`src/rtl/cpu_pkg.sv`:
```
// Shared datapath constants for the operand-fetch stage and its register file.
package cpu_pkg;

    localparam int DATA_W   = 8;
    localparam int NUM_REG  = 8;
    localparam int ADDR_W   = $clog2(NUM_REG);
    localparam int ZERO_REG = 0;

endpackage

```
`src/rtl/reg_file.sv`:
```
// NREG x W register file: one write port, two read ports that bypass a
// same-cycle write-back; r0 always reads as zero.
module reg_file
    import cpu_pkg::*;
#(
    parameter int W    = DATA_W,
    parameter int NREG = NUM_REG,
    parameter int AW   = $clog2(NREG)
) (
    input  logic          clk,
    input  logic          rst_n,
    input  logic          wbEn,
    input  logic [AW-1:0] wbAddr,
    input  logic [W-1:0]  wbData,
    input  logic [AW-1:0] rdAddrA,
    input  logic [AW-1:0] rdAddrB,
    output logic [W-1:0]  rdDataA,
    output logic [W-1:0]  rdDataB
);

    localparam logic [AW-1:0] ZeroAddr = AW'(ZERO_REG);

    logic [W-1:0] regs [NREG];
    logic         wbLive;

    assign wbLive = wbEn && (wbAddr != ZeroAddr);

    // NOTE: the array is reset because architectural registers must read 0
    // after reset; this rules out a RAM macro, which is fine at this size.
    // NOTE: sequential state uses non-blocking assignments so every flop
    // samples pre-edge values regardless of block ordering.
    always_ff @(posedge clk or negedge rst_n) begin
        if (!rst_n) begin
            for (int i = 0; i < NREG; i++) begin
                regs[i] <= '0;
            end
        end else if (wbLive) begin
            regs[wbAddr] <= wbData;
        end
    end

    // A write landing this edge is forwarded so the reader never sees stale data.
    assign rdDataA = (rdAddrA == ZeroAddr)                ? '0     :
                     (wbLive && (wbAddr == rdAddrA))      ? wbData :
                                                            regs[rdAddrA];
    assign rdDataB = (rdAddrB == ZeroAddr)                ? '0     :
                     (wbLive && (wbAddr == rdAddrB))      ? wbData :
                                                            regs[rdAddrB];

endmodule

```
`src/rtl/operand_fetch.sv`:
```
// Operand-fetch stage: reads two bypassed sources on a valid/ready handshake
// and holds them in an output register feeding the adder stage.
module operand_fetch
    import cpu_pkg::*;
#(
    parameter int W    = DATA_W,
    parameter int NREG = NUM_REG,
    parameter int AW   = $clog2(NREG)
) (
    input  logic          clk,
    input  logic          rst_n,
    input  logic          in_valid,
    output logic          in_ready,
    input  logic [AW-1:0] rs_a,
    input  logic [AW-1:0] rs_b,
    input  logic [AW-1:0] rd,
    input  logic          wb_en,
    input  logic [AW-1:0] wb_addr,
    input  logic [W-1:0]  wb_data,
    output logic          out_valid,
    input  logic          out_ready,
    output logic [W-1:0]  op_a,
    output logic [W-1:0]  op_b,
    output logic [AW-1:0] out_rd,
    output logic [7:0]    issue_cnt
);

    logic [W-1:0]  readA;
    logic [W-1:0]  readB;
    logic          accept;
    logic          validQ;
    logic [W-1:0]  opAQ;
    logic [W-1:0]  opBQ;
    logic [AW-1:0] rdQ;
    logic [7:0]    issueCntQ;

    reg_file #(
        .W    (W),
        .NREG (NREG),
        .AW   (AW)
    ) uRegFile (
        .clk     (clk),
        .rst_n   (rst_n),
        .wbEn    (wb_en),
        .wbAddr  (wb_addr),
        .wbData  (wb_data),
        .rdAddrA (rs_a),
        .rdAddrB (rs_b),
        .rdDataA (readA),
        .rdDataB (readB)
    );

    // The output slot is free when empty or being drained this cycle.
    assign in_ready = !validQ || out_ready;
    assign accept   = in_valid && in_ready;

    always_ff @(posedge clk or negedge rst_n) begin
        if (!rst_n) begin
            validQ    <= 1'b0;
            opAQ      <= '0;
            opBQ      <= '0;
            rdQ       <= '0;
            issueCntQ <= '0;
        end else if (accept) begin
            validQ    <= 1'b1;
            opAQ      <= readA;
            opBQ      <= readB;
            rdQ       <= rd;
            issueCntQ <= issueCntQ + 8'd1;
        end else if (out_ready) begin
            validQ    <= 1'b0;
        end
    end

    assign out_valid = validQ;
    assign op_a      = opAQ;
    assign op_b      = opBQ;
    assign out_rd    = rdQ;
    assign issue_cnt = issueCntQ;

endmodule

```
`config.mk`:
```
export PLATFORM = sky130hd
export DESIGN_NAME = operand_fetch
export DESIGN_NICKNAME = d
export VERILOG_FILES = /design/src/rtl/cpu_pkg.sv /design/src/rtl/reg_file.sv /design/src/rtl/operand_fetch.sv
export SDC_FILE = /design/constraint.sdc
export NUM_CORES = 1
export LEC_CHECK = 0
export ABC_AREA = 1
export ABC_CLOCK_PERIOD_IN_PS = 1300
export BUFFER_PORTS_ARGS = -buffer_cell sky130_fd_sc_hd__buf_2
export CORE_MARGIN = 10
export CORE_UTILIZATION = 40
export DETAILED_ROUTE_END_ITERATION = 10
export PLACE_DENSITY = 0.67
export SETUP_SLACK_MARGIN = 0.05
export SLEW_MARGIN = 20
export SYNTH_ARGS = -nofsm -noshare
export SYNTH_HDL_FRONTEND = slang
export SYNTH_SLANG_ARGS = --single-unit
export TNS_END_PERCENT = 1
```
`constraint.sdc`:
```
create_clock -name clk -period 1.3 [get_ports clk]
set_input_delay 0.26 -clock clk [delete_from_list [all_inputs] [get_ports clk]]
set_output_delay 0.26 -clock clk [all_outputs]
set_load 0.02 [all_outputs]
```
Yosys cells after proc, flatten, opt, wreduce, memory -nomap -nowiden. Index checks and enable logic that the tools add are counted.

Logic and storage cells: 49. Bits in registers: 92. Output and inout bits: 29.

Equality and inequality tests: 2. Bitwise operators: 3. Magnitude comparators: 4. Reduce and logical (&&, ||, !) cells: 11. Muxes and demuxes: 15. $add $sub $neg: 1.

Operator list (number): 8-bit 2-to-1 mux (9); 64-bit bitwise mux (1); 8-bit binary-select mux with 3-bit select (2); 8-bit demux with 3-bit select (1); 4-bit >= comparator (second input constant) (3); 3-bit NOT with 4-bit output (3); 8-bit by 1-bit adder with 8-bit output (second input constant) (1); 3-bit equality test (2); 3-bit zero test (2); 1-bit logical AND (5); 4-bit by 1-bit < comparator with 1-bit output (second input constant) (1); 3-bit nonzero test (1); 1-bit 2-to-1 mux (2); 2-bit nonzero test (1); 1-bit zero test (1); 1-bit logical OR (1).

Longest topological paths before layout. Gate-level depths: netlist (run 1).

Depth in word-level cells: 6. Gate-level depth with buffers: 11. Depth with buffers taken out: 9.

By module. From an unflattened synthesis (run 1), not the netlist that was laid out.

Cell total of the unflattened synthesis: 710. Area, all modules: 5118.7 µm².

By module, submodules not included: reg_file (sequential area each 1601.5 µm², times used 1, area each 3915.0 µm², cells each 578); operand_fetch (sequential area each 700.7 µm², times used 1, area each 1203.7 µm², cells each 132).

Least setup slack after synthesis (run 1). OpenSTA, ideal clock, no wires.

Path type: register to register. Start point: register validQ, in the netlist out_valid. End point: register issueCntQ[6], in the netlist issue_cnt[6]. Data required time: 1.220 ns. Data arrival time: 1.394 ns. Slack: -0.174 ns. Stages on the path, launching flop included: 7. Cells stage by stage: dfrtp_1 nand2_1 nand2_2 nor2_1 nand3_1 nor2_1 xor2_1.

Cells in the longest elaborated chain, start to end: 3.

Ends and longest elaborated chain: start, declared (RTL line operand_fetch.sv:31) `logic validQ;`; start signal, assigned (RTL line operand_fetch.sv:59) `validQ <= 1'b0;`; start signal, assigned (RTL line operand_fetch.sv:65) `validQ <= 1'b1;`; start signal, assigned (RTL line operand_fetch.sv:71) `validQ <= 1'b0;`; 1-bit zero test (RTL line operand_fetch.sv:54) `assign in_ready = !validQ || out_ready;`; 1-bit logical OR (RTL line operand_fetch.sv:54); net in_ready (RTL line operand_fetch.sv:13) `output logic in_ready,`; 1-bit logical AND (RTL line operand_fetch.sv:55) `assign accept = in_valid && in_ready;`; end signal, assigned (RTL line operand_fetch.sv:69) `issueCntQ <= issueCntQ + 8'd1;`; end, declared (RTL line operand_fetch.sv:35) `logic [7:0] issueCntQ;`.

The timed path passes the listed nets, and every way through them passes these cells. A chain may end at the register's enable or synchronous reset.

Worst setup path after layout (run 1).
Start point: register validQ, in the netlist out_valid. End point: output port in_ready.

Cells in the longest elaborated chain, start to end: 2.

Ends and longest elaborated chain (RTL line): 1-bit zero test (operand_fetch.sv:54); 1-bit logical OR (operand_fetch.sv:54); end, declared (operand_fetch.sv:13).

No other way between the ends.

==> reports/results.txt, run 1 <==
status: completed
critical path startpoint category: register
Total Routing Usage GR: 17.3%
hold path depth: 3
synthesized netlist net count: 712
core area: 12100 um^2
final hold vios: 0
Distinct cells, synth: 27
Crit path arrival time: 1.00 ns
Clk Latency, worst-skew pair: 0.34 ns
Slew Viols, Final: 0
HP Class: in -> reg
RSZ-0062 raised after global routing: true
CP Data Required Time: 1.04 ns
Ports: 54
Cells after Synth: 686
routability cong.: 0.977
WL/cell: 15.9 um
Routed WL: 14800 um
sequential power share: 45.1%
final net count: 786
vias in the first global route: 4632
Max FO, Critical Path: 3
Yosys reg bits: 92
CTS tree: done
Int Power: 5580 uW
Die W: 131 um
Starting Density: 41.2%
clock skew: 0.00518 ns
synth warn: 0
slew of the pin with the lowest slew margin: 0.447 ns
DRC Markers: 0
first-pass GRT wire length: 24700 um
Area Overhead vs Synth: 24.8%
final non-filler cell total: 933
final cycle utilization of the critical path: 97.3%
reg-to-reg setup timing slack: 0.07 ns
initial antenna violation count: 0
Sw Pwr: 3050 uW
DPL Wire Length: 11100 um
CTS clk-pin slew, worst paths: 0.07 ns
die footprint: 17300 um^2
via total after detailed routing: 4822
Diodes inserted: 0
critical path class: reg -> out
switch share: 35.4%
R2R Path Start: out_valid
sequential area share after synthesis: 46.4%
Filler Cell Count: 1146
Sink Count: 92
FP Rows: 40
crit path capture type: primary output
router iterations before antenna repair: 5
headroom to the max-slew limit: 70.1%
PortBufs: 53
H-tree levels: 3
Die Span Y: 131 um
Avg Inst Size Synth: 7.24 um^2
Peak VDD IR: 0.784 mV
r2r endpoint: op_b[2]
vias per cell: 5.17
combinational fraction of design power: 26.4%
TritonCTS buffer count: 9
placed insts: 915
TNS Setup: 0 ns
Max Cap Violations: 0
setup violators final: 0
largest net degree at the start of global routing: 65
worst r2r path cells: 7
share of layout cells above drive strength 1: 19.7%
LEAKAGE: 0.00316 uW
clock buffer depth: 2
post-layout minimum cycle time: 1.26 ns
Max Clk Rate: 0.791 GHz
Syn Std Cell Area: 4960 um^2
gr ovfl total: 0
Iter 0 DRT Violations: 482
HP Start: rd[1]
post-route ant nets: 0
Design Power: 8630 uW
Pwr Density: 1390 nW/um^2
root buf cell: clkbuf_16
Clk pwr share: 28.4%
worst hold endpoint: out_rd[1]
-- metal layers --
layer | part of all wire (%) | vias up | global-route usage (%) | routed length [um]
met2 | 44 | 227 | 25.4 | 6560
met1 | 45 | 2220 | 23.5 | 6630
met5 | 0 | - | 0 | 0
met4 | 3.0 | 0 | 6.92 | 450
met3 | 7.8 | 35 | 4.46 | 1150
li1 | - | 2340 | - | -
-- placed cells by master (no fill, tap or decap), drive strengths merged --
cell,n
a21oi,12
dfrtp,92
dlygate4sd3,1
nor3,2
nor2,22
buf,102
nand4,16
ha,1
inv,33
nand2,323
o21ai,48
clkbuf,9
xor2,5
clkinv,3
nand3,89
xnor2,5
clkinvlp,2
-- flip-flops by register name, indices dropped and copies added (netlist names) --
name and flops:
out_rd 3, uRegFile.regs 64, op_a 8, op_b 8
out_valid 1, issue_cnt 8
-- logic make-up (layout without fill, tap and decap cells) --
group / after synthesis / count (layout) / share of synthesized area, %
compound gates: 60 / 60 / 6.58
xor+xnor: 10 / 10 / 2.07
buf+inv: 71 / 150 / 6.08
simple gates: 452 / 452 / 38.6
fa+ha+maj: 1 / 1 / 0.252
flops: 92 / 92 / 46.4
-- power by group through the flow --
stage          clock network [uW]  registers, uW  logic [uW]
4_1_cts                      2510           3870        2260
6_report                     2450           3890        2280
5_1_grt                      2630           3970        2580
2_1_floorplan                   0           4040        1180
3_5_place_dp                    0           3920        2220
3_3_place_gp                    0           3900        2170
-- how the worst max path moves through the flow --
stage                               to       start  cells past startpoint
after CTS                 issue_cnt[6]   out_valid                      6
after floorplan                op_b[6]  wb_addr[1]                      7
final                         in_ready   out_valid                      2
after global placement         op_b[5]     rs_b[1]                     10
after detailed placement       op_b[4]     rs_b[0]                      9
after global routing          in_ready   out_valid                      2
-- stage by stage --
stage	setup WS (ns)	area [um^2]	utilization [%]	hold slack, ns
2_1_floorplan	0.0252	4980	-	-0.0356
3_3_place_gp	-0.101	5800	48.0	0.296
3_5_place_dp	-0.0885	5800	48.0	0.305
4_1_cts	0.0300	6140	50.9	0.104
5_1_grt	0.00495	6200	51.4	0.122
6_report	0.0357	6200	51.4	0.113
-- worst max-delay path, cell delays in order, from the launching register on --
cell and delay, ns:
dfrtp_2 0.43, nand2_4 0.10, buf_6 0.13
-- cell type report --
cell class | instances | area (um^2) | area share [%]
clock buffer | 9 | 225 | 3.63
clock inverter | 7 | 51.3 | 0.828
inverter | 31 | 116 | 1.88
multi-input combinational | 523 | 2460 | 39.7
sequential | 92 | 2300 | 37.2
tap | 168 | 210 | 3.39
timing repair buffer | 103 | 831 | 13.4
-- Yosys cell counts, drive strengths merged --
master  number  area share [%]
nand2      323              25
o21ai       48             4.8
xor2         5            0.88
clkbuf      22             1.7
nor3         2            0.43
buf         18             2.1
xnor2        5             1.2
dfrtp       92              46
nand4       16             2.0
ha           1            0.25
a21oi       12             1.7
inv         31             2.3
nand3       89             9.5
nor2        22             2.2
-- repair_timing --
action | in CTS | in global routing
setup buffers | 1 | 0
gates resized for setup | 9 | 10
endpoints found under the setup margin | 17 | 20
hold buffers | 1 | 0
pin swaps | 2 | 8
hold endpoints to repair | 92 | 0
(Power assumes the default switching activity.)
==> inputs of run 2 (changes only) <==
--- a/config.mk
+++ b/config.mk
@@ -12,6 +12,7 @@
 export CORE_UTILIZATION = 40
 export DETAILED_ROUTE_END_ITERATION = 10
 export PLACE_DENSITY = 0.67
+export RECOVER_POWER = 50
 export SETUP_SLACK_MARGIN = 0.05
 export SLEW_MARGIN = 20
 export SYNTH_ARGS = -nofsm -noshare
==> reports/results.txt, run 2 (synthesis gave the netlist of run 1 again) <==
Max Cap Violations: 0
Routed WL: 14800 um
routability cong.: 0.977
initial antenna violation count: 0
Diodes inserted: 0
RSZ-0062 raised after global routing: true
met3 WL post-DR: 1130 um
Die W: 131 um
vias per cell: 5.15
H-tree levels: 3
final net count: 786
CP Data Required Time: 1.04 ns
crit path capture type: primary output
most common cell after layout, fill and taps aside: nand2_1
Starting Density: 41.2%
Iter 0 DRT Violations: 504
first-pass GRT wire length: 24700 um
DRC Markers: 0
critical path startpoint category: register
final hold vios: 0
WL/cell: 15.8 um
final hold slack: 0.114 ns
clock skew: 0.00377 ns
Max FO, Critical Path: 3
share of layout cells above drive strength 1: 19.5%
HP Class: in -> reg
CTS tree: done
post-route ant nets: 0
area of the multi-input gates: 2460 um^2
Top Metal Used: met4
Sink Count: 92
post-layout minimum cycle time: 1.26 ns
setup violators final: 0
vias in the first global route: 4632
die footprint: 17300 um^2
Max Clk Rate: 0.792 GHz
Area Overhead vs Synth: 23.9%
Crit path arrival time: 1.00 ns
Ports: 54
critical path class: reg -> out
LEAKAGE: 0.00314 uW
Total Routing Usage GR: 17.3%
largest net degree at the start of global routing: 65
Filler Cell Count: 1156
gr ovfl total: 0
headroom to the max-slew limit: 60.2%
Reg with most FFs: uRegFile.regs
Post-Place Cell Area: 5800 um^2
root buf cell: clkbuf_16
TritonCTS buffer count: 9
met2 WL: 6540 um
Clk Latency, worst-skew pair: 0.34 ns
max reg flops: 64
via total after detailed routing: 4803
DPL Wire Length: 11100 um
final cycle utilization of the critical path: 97.1%
router iterations before antenna repair: 5
Peak VDD IR: 0.783 mV
most frequent cells in the layout: 320 x nand2_1, 90 x dfrtp_1, 79 x nand3_1
CTS clk-pin slew, worst paths: 0.07 ns
finished layout cell area: 6150 um^2
status: completed
TNS Setup: 0 ns
M1 WL: 6630 um
Sequential Area: 2300 um^2
PortBufs: 53
slew of the pin with the lowest slew margin: 0.596 ns
clock buffer depth: 2
core area: 12100 um^2
Pwr Density: 1400 nW/um^2
Slew Viols, Final: 0
FP Rows: 40
Die Span Y: 131 um
==> run 2: cell types whose count changed in the layout (fill, tap and decap cells not counted) <==
cell / delta
buf_2: -1
buf_12: -3
clkbuf_1: +2
buf_4: -1
clkbuf_2: +2
buf_6: +1
==> run 2: worst paths after layout <==
check,start,endpoint,slack [ns],cells after the start
setup / recovery,out_valid,in_ready,0.04,2
hold / removal,rd[1],out_rd[1],0.11,3
setup reg to reg,out_valid,op_b[2],0.07,7
hold reg to reg,uRegFile.regs[59],uRegFile.regs[59],0.40,0
max in group asynchronous,rst_n,uRegFile.regs[43],0.26,3
min in group asynchronous,rst_n,issue_cnt[6],0.55,3
==> run 2: critical path: stages (launching register included) <==
cell	delay, ns
dfrtp_2	0.43
nand2_4	0.10
buf_6	0.13
==> run 2: final cells by class <==
type	count	share of cell area, %
timing repair buffer	103	12.8
clock buffer	9	3.66
clock inverter	7	0.834
sequential	92	37.5
multi-input combinational	523	39.9
inverter	31	1.89
tap	168	3.42
==> run 2: power breakdown <==
part | internal, uW | leakage (uW) | total [uW] | switching, uW
Combinational | 856 | 0.00185 | 2270 | 1410
Clock | 1310 | 0.000132 | 2450 | 1140
Sequential | 3400 | 0.00115 | 3890 | 491
==> run 2: stage by stage <==
step                      worst slack (ns)  std cells  total power, uW  util (%)
final                               0.0373        933             8610      51.0
after CTS                           0.0300        933             8650      50.9
after global routing               0.00495        933             9170      51.0
after global placement              -0.101        915             6070      48.0
after detailed placement           -0.0885        915             6140      48.0
after floorplan                     0.0252        686             5220         -
==> run 2: layer usage <==
layer | GRT usage (%) | vias to the layer above
li1 | - | 2339
met1 | 23.5 | 2210
met2 | 25.4 | 216
met3 | 4.46 | 38
met4 | 6.92 | 0
met5 | 0 | -
==> run 2: timing repair <==
action                     in CTS  in global routing
gates resized for setup         9                 10
pin swaps                       2                  8
buffers inserted                1                  0
hold endpoints to repair       92                  0
setup endpoints to repair      17                 20
gates cloned                    0                  0
hold buffers                    1                  0
